$ cat src/rtl/irq_controller.sv
// Machine-mode external interrupt sequencer: latches request edges, picks the
// lowest enabled pending source, raises a trap and acknowledges it after mret.
module irq_controller #(
    parameter int unsigned N_IRQ = 16
) (
    input  logic             clk_i,
    input  logic             rst_i,
    input  logic             stall_i,
    input  logic             exception_i,
    input  logic             mret_i,
    input  logic [N_IRQ-1:0] irq_req_i,
    input  logic [31:0]      mie_i,
    output logic             irq_o,
    output logic [31:0]      mcause_o,
    output logic [N_IRQ-1:0] irq_ack_o,
    output logic             busy_o
);

    localparam int unsigned IDX_W = 4;

    localparam logic [1:0] S_IDLE    = 2'd0;
    localparam logic [1:0] S_TRAP    = 2'd1;
    localparam logic [1:0] S_HANDLER = 2'd2;
    localparam logic [1:0] S_ACK     = 2'd3;

    logic [1:0]       state_q, state_d;
    logic [IDX_W-1:0] idx_q, idx_d;
    logic [N_IRQ-1:0] pending_q, pending_d;
    logic [N_IRQ-1:0] req_prev_q;

    logic [N_IRQ-1:0] edge_c;
    logic [N_IRQ-1:0] elig_c;
    logic [N_IRQ-1:0] clr_c;
    logic [IDX_W-1:0] sel_c;

    logic             irq_d;
    logic [31:0]      mcause_d;
    logic [N_IRQ-1:0] ack_d;
    logic             busy_d;

    // Enable bits above the implemented source count carry no meaning.
    logic unused_mie;
    assign unused_mie = ^mie_i[31:N_IRQ];

    assign edge_c = irq_req_i & ~req_prev_q;
    assign elig_c = pending_q & mie_i[N_IRQ-1:0];

    // Fixed priority: lowest eligible index wins.
    always_comb begin
        sel_c = '0;
        for (int k = int'(N_IRQ) - 1; k >= 0; k--) begin
            if (elig_c[k]) begin
                sel_c = IDX_W'(k);
            end
        end
    end

    always_ff @(posedge clk_i or negedge rst_i) begin
        if (!rst_i) begin
            state_q    <= S_IDLE;
            idx_q      <= '0;
            pending_q  <= '0;
            req_prev_q <= '0;
            irq_o      <= 1'b0;
            mcause_o   <= '0;
            irq_ack_o  <= '0;
            busy_o     <= 1'b0;
        end else begin
            state_q    <= state_d;
            idx_q      <= idx_d;
            pending_q  <= pending_d;
            req_prev_q <= irq_req_i;
            irq_o      <= irq_d;
            mcause_o   <= mcause_d;
            irq_ack_o  <= ack_d;
            busy_o     <= busy_d;
        end
    end

    // Next state plus next values of the registered outputs.
    always_comb begin
        state_d = state_q;
        idx_d   = idx_q;
        clr_c   = '0;

        case (state_q)
            S_IDLE: begin
                if ((|elig_c) && !exception_i) begin
                    idx_d   = sel_c;
                    state_d = S_TRAP;
                end
            end
            S_TRAP: begin
                if (!stall_i) begin
                    state_d = S_HANDLER;
                end
            end
            S_HANDLER: begin
                if (mret_i) begin
                    state_d = S_ACK;
                end
            end
            S_ACK: begin
                clr_c   = N_IRQ'(1) << idx_q;
                state_d = S_IDLE;
            end
            default: begin
                state_d = S_IDLE;
            end
        endcase

        // A fresh edge in the clearing cycle keeps the source pending.
        pending_d = (pending_q & ~clr_c) | edge_c;

        irq_d    = (state_d == S_TRAP);
        mcause_d = (state_d == S_TRAP) ? {1'b1, 26'd0, 1'b1, idx_d} : mcause_o;
        ack_d    = (state_d == S_ACK) ? (N_IRQ'(1) << idx_d) : '0;
        busy_d   = (state_d != S_IDLE);
    end

endmodule

$ cat config.mk
export PLATFORM = sky130hd
export DESIGN_NAME = irq_controller
export DESIGN_NICKNAME = d
export VERILOG_FILES = /design/src/rtl/irq_controller.sv
export SDC_FILE = /design/constraint.sdc
export NUM_CORES = 1
export LEC_CHECK = 0
export ABC_CLOCK_PERIOD_IN_PS = 2400
export CAP_MARGIN = 10
export CELL_PAD_IN_SITES_DETAIL_PLACEMENT = 1
export CELL_PAD_IN_SITES_GLOBAL_PLACEMENT = 2
export CORE_MARGIN = 4
export CORE_UTILIZATION = 26
export DETAILED_ROUTE_END_ITERATION = 12
export MAX_ROUTING_LAYER = met4
export PLACE_DENSITY = 0.75
export SYNTH_ARGS = -nofsm -noshare
export SYNTH_HDL_FRONTEND = slang
export SYNTH_SLANG_ARGS = --single-unit
$ cat constraint.sdc
create_clock -name clk_i -period 2.4 [get_ports clk_i]
set_clock_uncertainty 0.05 [all_clocks]
set_input_delay 0.48 -clock clk_i [delete_from_list [all_inputs] [get_ports clk_i]]
set_output_delay 0.48 -clock clk_i [all_outputs]
set_load 0.01 [all_outputs]
# Yosys cells after proc, flatten, opt, wreduce, memory -nomap -nowiden
# Cells that the tools add are included.
# op_classes
n_eq_ne,5
muxes,24
n_reduce_logical,5
shift,2
bitwise_logic,6
# ops
cell,n
$mux W4,18
$and A16 B16 Y16,3
$mux W16,2
$not A16 Y16,2
$shl A1 B4 Y16 const A,2
$or A16 B16 Y16,1
$reduce_or A16 Y1,1
$pmux W2 S4,1
$eq A2 B2 Y1 const B,3
$mux W2,3
$eq A2 B1 Y1 const B,2
$logic_not A2 Y1,1
$reduce_bool A2 Y1,1
$logic_and A1 B1 Y1,1
$logic_not A1 Y1,1
# word_totals
word_cells,50
output_inout_bits,50
in_bits,53
ff_bits,61

# Depth between registers and ports, before layout
# Gate-level depths: netlist of the first run.
# depth
word_depth,21
depth_mapped,8
depth_no_buf,7

# Least setup slack after synthesis of the first run
# OpenSTA, ideal clock, no wires.
# synth_path
kind,in2reg
startpoint,in mie_i[13]
endpoint,reg irq_ack_o[6]
setup_slack_ps,441
path_stages,6
arrival_ps,1829
setup_time_ps,80
path_buffers,0
required_time_ps,2270
cell_sequence,a22oi_1 nand4_2 o21ai_4 mux2i_1 or3b_4 nor3_2
# synth_between
elab_chain_cells,19
word_cells_on_any_way,24
# synth_lines
item,line,rtl
"start, declared",12,"input logic [31:0] mie_i,"
$and A16 B16 Y16 (*),46,assign elig_c = pending_q & mie_i[N_IRQ-1:0];
$mux W4 (14 in series),52,if (elig_c[k]) begin
$mux W4,88,if ((|elig_c) && !exception_i) begin
$mux W4,86,case (state_q)
$shl A1 B4 Y16,117,ack_d = (state_d == S_ACK) ? (N_IRQ'(1) << idx_d) : '0;
$mux W16 (*),117,
via ack_d[6],38,logic [N_IRQ-1:0] ack_d;
"end signal, assigned",75,irq_ack_o <= ack_d;
"end, declared",15,"output logic [N_IRQ-1:0] irq_ack_o,"
# Mark *: on every way through the listed nets, which the timed path passes. The rest lies on a longest branch.
# A chain may end at the register's enable or synchronous reset.

# Worst setup path after layout of the first run
# layout_path
startpoint,in mie_i[15]
endpoint,reg irq_ack_o[5]
# layout_between
elab_chain_cells,21
word_cells_on_any_way,26
# layout_lines
item,line
$and A16 B16 Y16 (*),46
$mux W4 (16 in series),52
$mux W4,88
$mux W4,86
$shl A1 B4 Y16,117
$mux W16 (*),117
via ack_d[5],38
# Marks and branches as above.

==> impl_summary.txt, run 1 <==
----------------------------------------------------
[Critical path]
  CP Data Arrival Time ... 2.39 ns
  Startpoint type of the worst setup path ... primary input
  Worst setup path class ... primary input to flop
  Category of the worst setup path capture point ... flop
  Critical register-to-register path startpoint ... pending_q[8]
  Register-to-Register Path Depth ... 7
  Worst-path cell with the longest stage delay ... clkdlybuf4s50_1
  Terminus of the critical flop-to-flop path ... irq_ack_o[5]
  Reg2Reg Setup Slack ... 0.39 ns
  Critical path buffer and inverter count ... 2
  Largest fanout on the critical path ... 5
  Origin of the worst setup path ... mie_i[15]
  CP cell instances ... clkdlybuf4s50_1, a22oi_1, nand4_2, o21ai_4, mux2i_1, buf_4, or3b_4, nor3_2
  Critical path's largest stage delay ... 0.45 ns
  Worst endpoint required time ... 2.61 ns
  Critical path's top delay family ... simple AND/OR/NAND/NOR gates

[Finish]
  Proportion of layout cells with a drive suffix above 1 ... 18.07%
  Antenna cell count ... 0
  Area added between synthesis and finish ... 39.06%
  Area occupied by registers ... 1526 sq um
  Design area ... 3657 sq um
  Post-layout net count ... 380
  Area of the multi-input gates ... 909.6 sq um
  Number of fillers in the final layout ... 1,151

[Drt]
  Post-route ant nets ... 0
  Detailed-route wire length ... 6627 um
  Post-route DRC violation count ... 0
  Via/cell ratio ... 4.282
  Number of vias after detailed routing ... 1,991
  Number of DRC markers after the initial detailed-route iteration ... 68
  Routed WL per cell ... 14.25 um
  First-pass DRT Iterations ... 4

[Synth]
  Top FF cell, synth ... dfrtp_1
  Largest cells by area after synthesis ... dfrtp_1, buf_4, o21ai_0
  Synth unique cells ... 41
  EDFF count, synth ... 0
  Top post-synthesis cells by count ... dfrtp_1, o21ai_0, buf_4
  Yosys reg bits ... 61
  Number of warning messages in the yosys log ... 0
  Synth top area share ... 58.04%
  Dominant cell type by area after synthesis ... dfrtp_1
  Post-synth design cell area ... 2630 sq um
  Average instance area after synthesis ... 11.00 sq um
  Number of instances in the synthesized netlist ... 239
  Proportion of register bits with asynchronous set or reset after synthesis ... 100.0%
  Most frequently used cell type in the post-synthesis netlist ... dfrtp_1
  Register area share after synthesis ... 58.04%

[STA]
  Final count of negative-setup-slack endpoints ... 0
  Count of final max-slew check failures ... 0
  Least setup slack across all paths after layout ... 0.2221 ns
  Highest clock rate ... 0.4592 GHz
  Post-route clock period utilization ... 90.75%
  Final Hold Fails ... 0
  RSZ-0062 raised after global routing ... no
  Final critical-path required period ... 2.178 ns

[Power and ir drop]
  Total power density per cell area ... 885.4 nW/um^2
  Clock power frac ... 31.2%
  Part of the total power dissipated in sequential elements ... 41.0%
  Net switching fraction of the power ... 32.10%
  LEAKAGE ... 0.001592 uW
  P_int ... 2199 uW
  VDD IR-drop max ... 0.0003965 V
  Switching Power ... 1040 uW
  Comb pwr share ... 27.8%

[Placed design]
  Setup Slack @ Placement ... -0.1300 ns
  Estimated wirelength of the detail-placed design ... 5140 um
  GPL Wtd Cong ... 0.8381
  Standard cell area after detailed placement ... 3435 sq um
  Buffers added on ports ... 60

[Global route]
  Antenna violations before repair ... 0
  Wire length of the first global-routing pass ... 10,830 um
  Global route overflow ... 0
  Maximum number of pins on one net before global-route repair ... 35
  Total GRT Usage ... 12.50%
  Number of global-route vias before repair ... 2,152

[Floorplan]
  I/O pin total ... 103
  Die width ... 108.6 um
  Number of standard-cell rows in the floorplan ... 36
  Overall die area ... 11,790 sq um
  Effective utilization at floorplan ... 26.78%
  Die Y ... 108.6 um
  Placeable core region ... 9819 sq um

[Outcome]
  Outcome ... finished clean

[CTS]
  Later-pin clock latency in the skew report ... 0.33 ns
  Maximum buffer depth of the clock tree ... 2
  Clock Sinks ... 61
  Number of buffers inserted during clock tree synthesis ... 9
  Clock slew seen by the registers of the worst setup and hold paths ... 0.08 ns
  CTS tree ... yes
  Cts-stage hold buffer count ... 0
  Number of gates resized after CTS ... 0
  Root buffer cell ... clkbuf_8
  CTS H-tree lvls ... 3
  Setup repair bufs after CTS ... 0

[Min path]
  Path class of the lowest-slack min-delay path ... primary input to async pin

[Run]
  Max-cap violation count ... 0

----------------------------------------------------
## cell families (layout without fill, tap and decap cells)
group / Yosys count / count (layout) / share of synthesized area [%]
buffers and inverters: 49 / 117 / 10.94
AO/OA/AOI/OAI: 66 / 66 / 17.03
other: 1 / 26 / 0.1426
multiplexers: 3 / 3 / 1.189
flip-flops: 61 / 61 / 58.04
XOR/XNOR: 1 / 1 / 0.3331
AND/OR/NAND/NOR: 58 / 58 / 12.32
## per-stage QoR
step           total power (uW)  util (%)  std cells  hold WS (ns)  TNS (ns)
6_report                   3238     37.25        465       0.09733         0
5_1_grt                    3452     37.25        465        0.1239         0
4_1_cts                    3289     37.25        465        0.1029         0
3_5_place_dp               2264     34.98        449        0.3621    -1.589
3_3_place_gp               2244     34.98        449        0.3542    -1.231
2_1_floorplan              1803         -        264        0.1344         0
## how the worst max path moves through the flow
stage	endpoint	slack, ns	cells past startpoint
finish	irq_ack_o[5]	0.22	8
detailed placement	irq_ack_o[5]	-0.13	8
CTS	irq_ack_o[5]	0.23	8
floorplan	irq_ack_o[6]	0.44	6
global route	irq_ack_o[12]	0.05	8
global placement	irq_ack_o[5]	-0.14	8
## worst register-to-register path: cells and delay by family (launching register included)
family	cells	cell delay [ns]
buffers and inverters	1	0.16
flip-flops	1	0.43
AND/OR/NAND/NOR	2	0.55
AO/OA/AOI/OAI	3	0.67
multiplexers	1	0.10
## sequential cells by signal, summed over array words and instances (netlist names)
register / count
pending_q: 16
irq_ack_o: 16
state_q: 2
idx_q: 4
mcause_o: 5
busy_o: 1
req_prev_q: 16
irq_o: 1
## power groups by stage
stage | registers (uW) | logic [uW] | clock network (uW)
final | 1330 | 901 | 1010
after global routing | 1360 | 1010 | 1090
after CTS | 1330 | 921 | 1040
after detailed placement | 1350 | 913 | 0
after global placement | 1350 | 899 | 0
after floorplan | 1310 | 492 | 0
## layout make-up
cell class              instances  share of cell area [%]
well taps                     133                   4.550
flip-flops and latches         61                   41.74
clock buffers                   9                   3.387
inverters                      19                   1.950
repair buffers                 82                   20.80
clock inverters                 7                   2.703
multi-input cells             154                   24.87
## layer usage
metal | share of wire, % | global-route usage [%]
met1 | 45 | 15.52
met2 | 50 | 19.64
met3 | 4.3 | 3.463
met4 | 1.3 | 4.328
met5 | 0 | -
## cell usage in the layout (no fill, tap or decap), types with 3 or more instances in the layout
cell type,count
clkbuf_8,9
nor3_1,12
nor2_1,6
buf_4,22
nor3_2,5
a22oi_2,6
clkdlybuf4s50_1,59
a21oi_1,6
a22o_1,3
conb_1,26
nand2_1,16
nand2b_1,3
nand3_1,4
o21ai_0,34
dfrtp_1,61
inv_1,17
a22oi_1,4
(Power assumes the default switching activity.)
==> run 2, diff against run 1 <==
- SLEW_MARGIN: default -> 20
==> results of run 2 <==
Same layout as run 1: the final DEF is identical, and so are final timing and power.
==> run 3, diff against run 2 <==
- CORE_UTILIZATION: 26 -> 27
- CTS_BUF_LIST: default -> sky130_fd_sc_hd__clkbuf_4
- PLACE_DENSITY: 0.75 -> 0.78
==> run 3 against run 2 <==
  * Clock power fell by 13%
  * Non-clock buffer count is 2 lower
  * Routed wire length is 1.1% higher
  * Design area down 1.3%
  * Largest cell class unchanged
  * Sequential power barely moved
==> impl_summary.txt, run 3 (synthesis gave the netlist of run 1 again) <==
----------------------------------------------------
[STA]
  Least-Margin Pin Slew ... 0.6569 ns
  Final critical-path required period ... 2.181 ns (+0.003461 ns)
  Count of final max-slew check failures ... 0 (unchanged)
  Post-route clock period utilization ... 90.89% (+0.14 points)
  Final count of negative-setup-slack endpoints ... 0 (unchanged)
  Highest clock rate ... 0.4584 GHz (-0.16%)
  Tightest hold margin ... 0.01879 ns (-0.07853 ns)
  Final Hold Fails ... 0 (unchanged)
  Normalized max-slew margin ... 56.21%
  RSZ-0062 raised after global routing ... no

[Power and ir drop]
  Net switching fraction of the power ... 34.02% (+1.9 points)
  Pwr Total ... 3095 uW (-4.4%)
  LEAKAGE ... 0.001575 uW (-1.1%)
  Part of the total power dissipated in sequential elements ... 42.8% (+1.8 points)
  P_int ... 2042 uW (-7.1%)
  VDD IR-drop max ... 0.0003086 V (-22%)
  Total power density per cell area ... 857.2 nW/um^2 (-3.2%)
  Clock power frac ... 28.3% (-2.9 points)
  Comb pwr share ... 28.9% (+1.1 points)
  Switching Power ... 1053 uW (+1.3%)

[Critical path]
  Reg2Reg Setup Slack ... 0.30 ns (-0.09 ns)
  Register-to-Register Path Depth ... 6 (-1)
  Critical register-to-register path startpoint ... pending_q[2]
  Largest fanout on the critical path ... 6 (+1)
  CP Data Arrival Time ... 2.48 ns (+0.09 ns)
  Terminus of the critical flop-to-flop path ... irq_ack_o[8]
  Category of the worst setup path capture point ... flop
  Startpoint type of the worst setup path ... primary input
  Worst setup path class ... primary input to flop
  Worst endpoint required time ... 2.70 ns (+0.09 ns)

[CTS]
  Clock Sinks ... 61 (unchanged)
  CTS H-tree lvls ... 3 (unchanged)
  Root buffer cell ... clkbuf_4
  Maximum buffer depth of the clock tree ... 2 (unchanged)
  Setup repair bufs after CTS ... 0 (unchanged)
  Clock slew seen by the registers of the worst setup and hold paths ... 0.14 ns (+0.06 ns)
  Number of buffers inserted during clock tree synthesis ... 9 (unchanged)
  CTS tree ... yes
  Number of gates resized after CTS ... 0 (unchanged)
  Later-pin clock latency in the skew report ... 0.42 ns (+0.09 ns)
  Cts-stage hold buffer count ... 0 (unchanged)

[Placed design]
  Buffers added on ports ... 60 (unchanged)
  GPL Wtd Cong ... 0.8337 (-0.52%)
  Estimated wirelength of the detail-placed design ... 5178 um (+0.73%)
  Placed cell count ... 443 (-1.3%)

[Floorplan]
  Placeable core region ... 9371 sq um (-4.6%)
  Effective utilization at floorplan ... 28.06% (+1.3 points)
  Overall die area ... 11,380 sq um (-3.4%)
  Die Y ... 106.7 um (-1.7%)
  Die width ... 106.7 um (-1.7%)
  Number of standard-cell rows in the floorplan ... 35 (-2.8%)
  I/O pin total ... 103 (unchanged)

[Global route]
  Maximum number of pins on one net before global-route repair ... 35 (unchanged)
  Total GRT Usage ... 12.84% (+0.34 points)
  Antenna violations before repair ... 0 (unchanged)
  Global route overflow ... 0 (unchanged)
  Wire length of the first global-routing pass ... 10,980 um (+1.4%)
  Number of global-route vias before repair ... 2,170 (+0.84%)

[Finish]
  Leading cell types in the layout, fill and taps excluded ... dfrtp_1, clkdlybuf4s50_1, o21ai_0
  Fin util ... 38.53% (+1.3 points)
  Final Non-Filler Cells ... 459 (-1.3%)
  Proportion of layout cells with a drive suffix above 1 ... 17.58% (-0.50 points)
  Most frequent standard cell in the layout excluding fill and tap cells ... dfrtp_1
  Antenna cell count ... 0 (unchanged)
  Area added between synthesis and finish ... 37.30%
  Post-layout net count ... 378 (-0.53%)
  Largest registers in the final layout ... irq_ack_o (16), pending_q (16), req_prev_q (16)

[Drt]
  Number of vias after detailed routing ... 2,000 (+0.45%)
  Via/cell ratio ... 4.357 (+1.8%)
  Detailed-route wire length ... 6701 um (+1.1%)
  Post-route DRC violation count ... 0 (unchanged)
  Post-route ant nets ... 0 (unchanged)
  First-pass DRT Iterations ... 4 (unchanged)
  Routed WL per cell ... 14.60 um (+2.4%)
  Number of DRC markers after the initial detailed-route iteration ... 26 (-62%)

[Min path]
  Path class of the lowest-slack min-delay path ... primary input to async pin

[Outcome]
  Outcome ... finished clean

[Run]
  Max-cap violation count ... 0 (unchanged)

----------------------------------------------------
==> run 3: per-stage QoR <==
stage               worst slack [ns]  instance area [sq um]  TNS (ns)
floorplan                     0.4411                   2724         0
CTS                           0.1915                   3611         0
global route                 0.01528                   3611         0
global placement             -0.1350                   3440    -1.733
detailed placement           -0.2529                   3440    -3.147
finish                        0.2186                   3611         0
==> run 3: layer usage <==
layer  part of all wire (%)  routed length, um  track usage [%]
met4                    1.2                 83            4.658
met2                     51               3392            20.91
met1                     43               2893            15.19
met5                      0                  0                -
met3                    4.9                330            3.733
==> run 3: worst max path at each step <==
stage | endpoint | depth (start not counted) | from | slack (ns)
final | irq_ack_o[8] | 7 | mie_i[2] | 0.22
after global routing | irq_ack_o[15] | 7 | mie_i[2] | 0.02
after CTS | irq_ack_o[14] | 7 | mie_i[2] | 0.19
after detailed placement | irq_ack_o[14] | 7 | mie_i[2] | -0.25
after global placement | irq_ack_o[5] | 8 | mie_i[8] | -0.13
after floorplan | irq_ack_o[6] | 6 | mie_i[13] | 0.44
==> run 3: cell type report <==
class / count / area [sq um]
clock buffer: 9 / 67.56
fill: 1078 / 5761
sequential: 61 / 1526
inverter: 19 / 71.32
timing repair buffer: 80 / 770.7
multi-input combinational: 154 / 909.6
tap: 129 / 161.4
clock inverter: 7 / 103.9
==> run 3: power by group through the flow <==
stage | clock, uW | sequential, uW | combinational [uW]
finish | 876 | 1330 | 893
global route | 954 | 1350 | 998
detailed placement | 0 | 1350 | 911
global placement | 0 | 1340 | 890
floorplan | 0 | 1310 | 492
CTS | 912 | 1330 | 914
==> run 3: critical path, cell delays in order <==
cell and delay (ns):
clkdlybuf4s50_1 0.44, a22oi_2 0.24, nand4_1 0.23, buf_4 0.20
a21oi_1 0.44, nand3_1 0.26, nor3_1 0.19
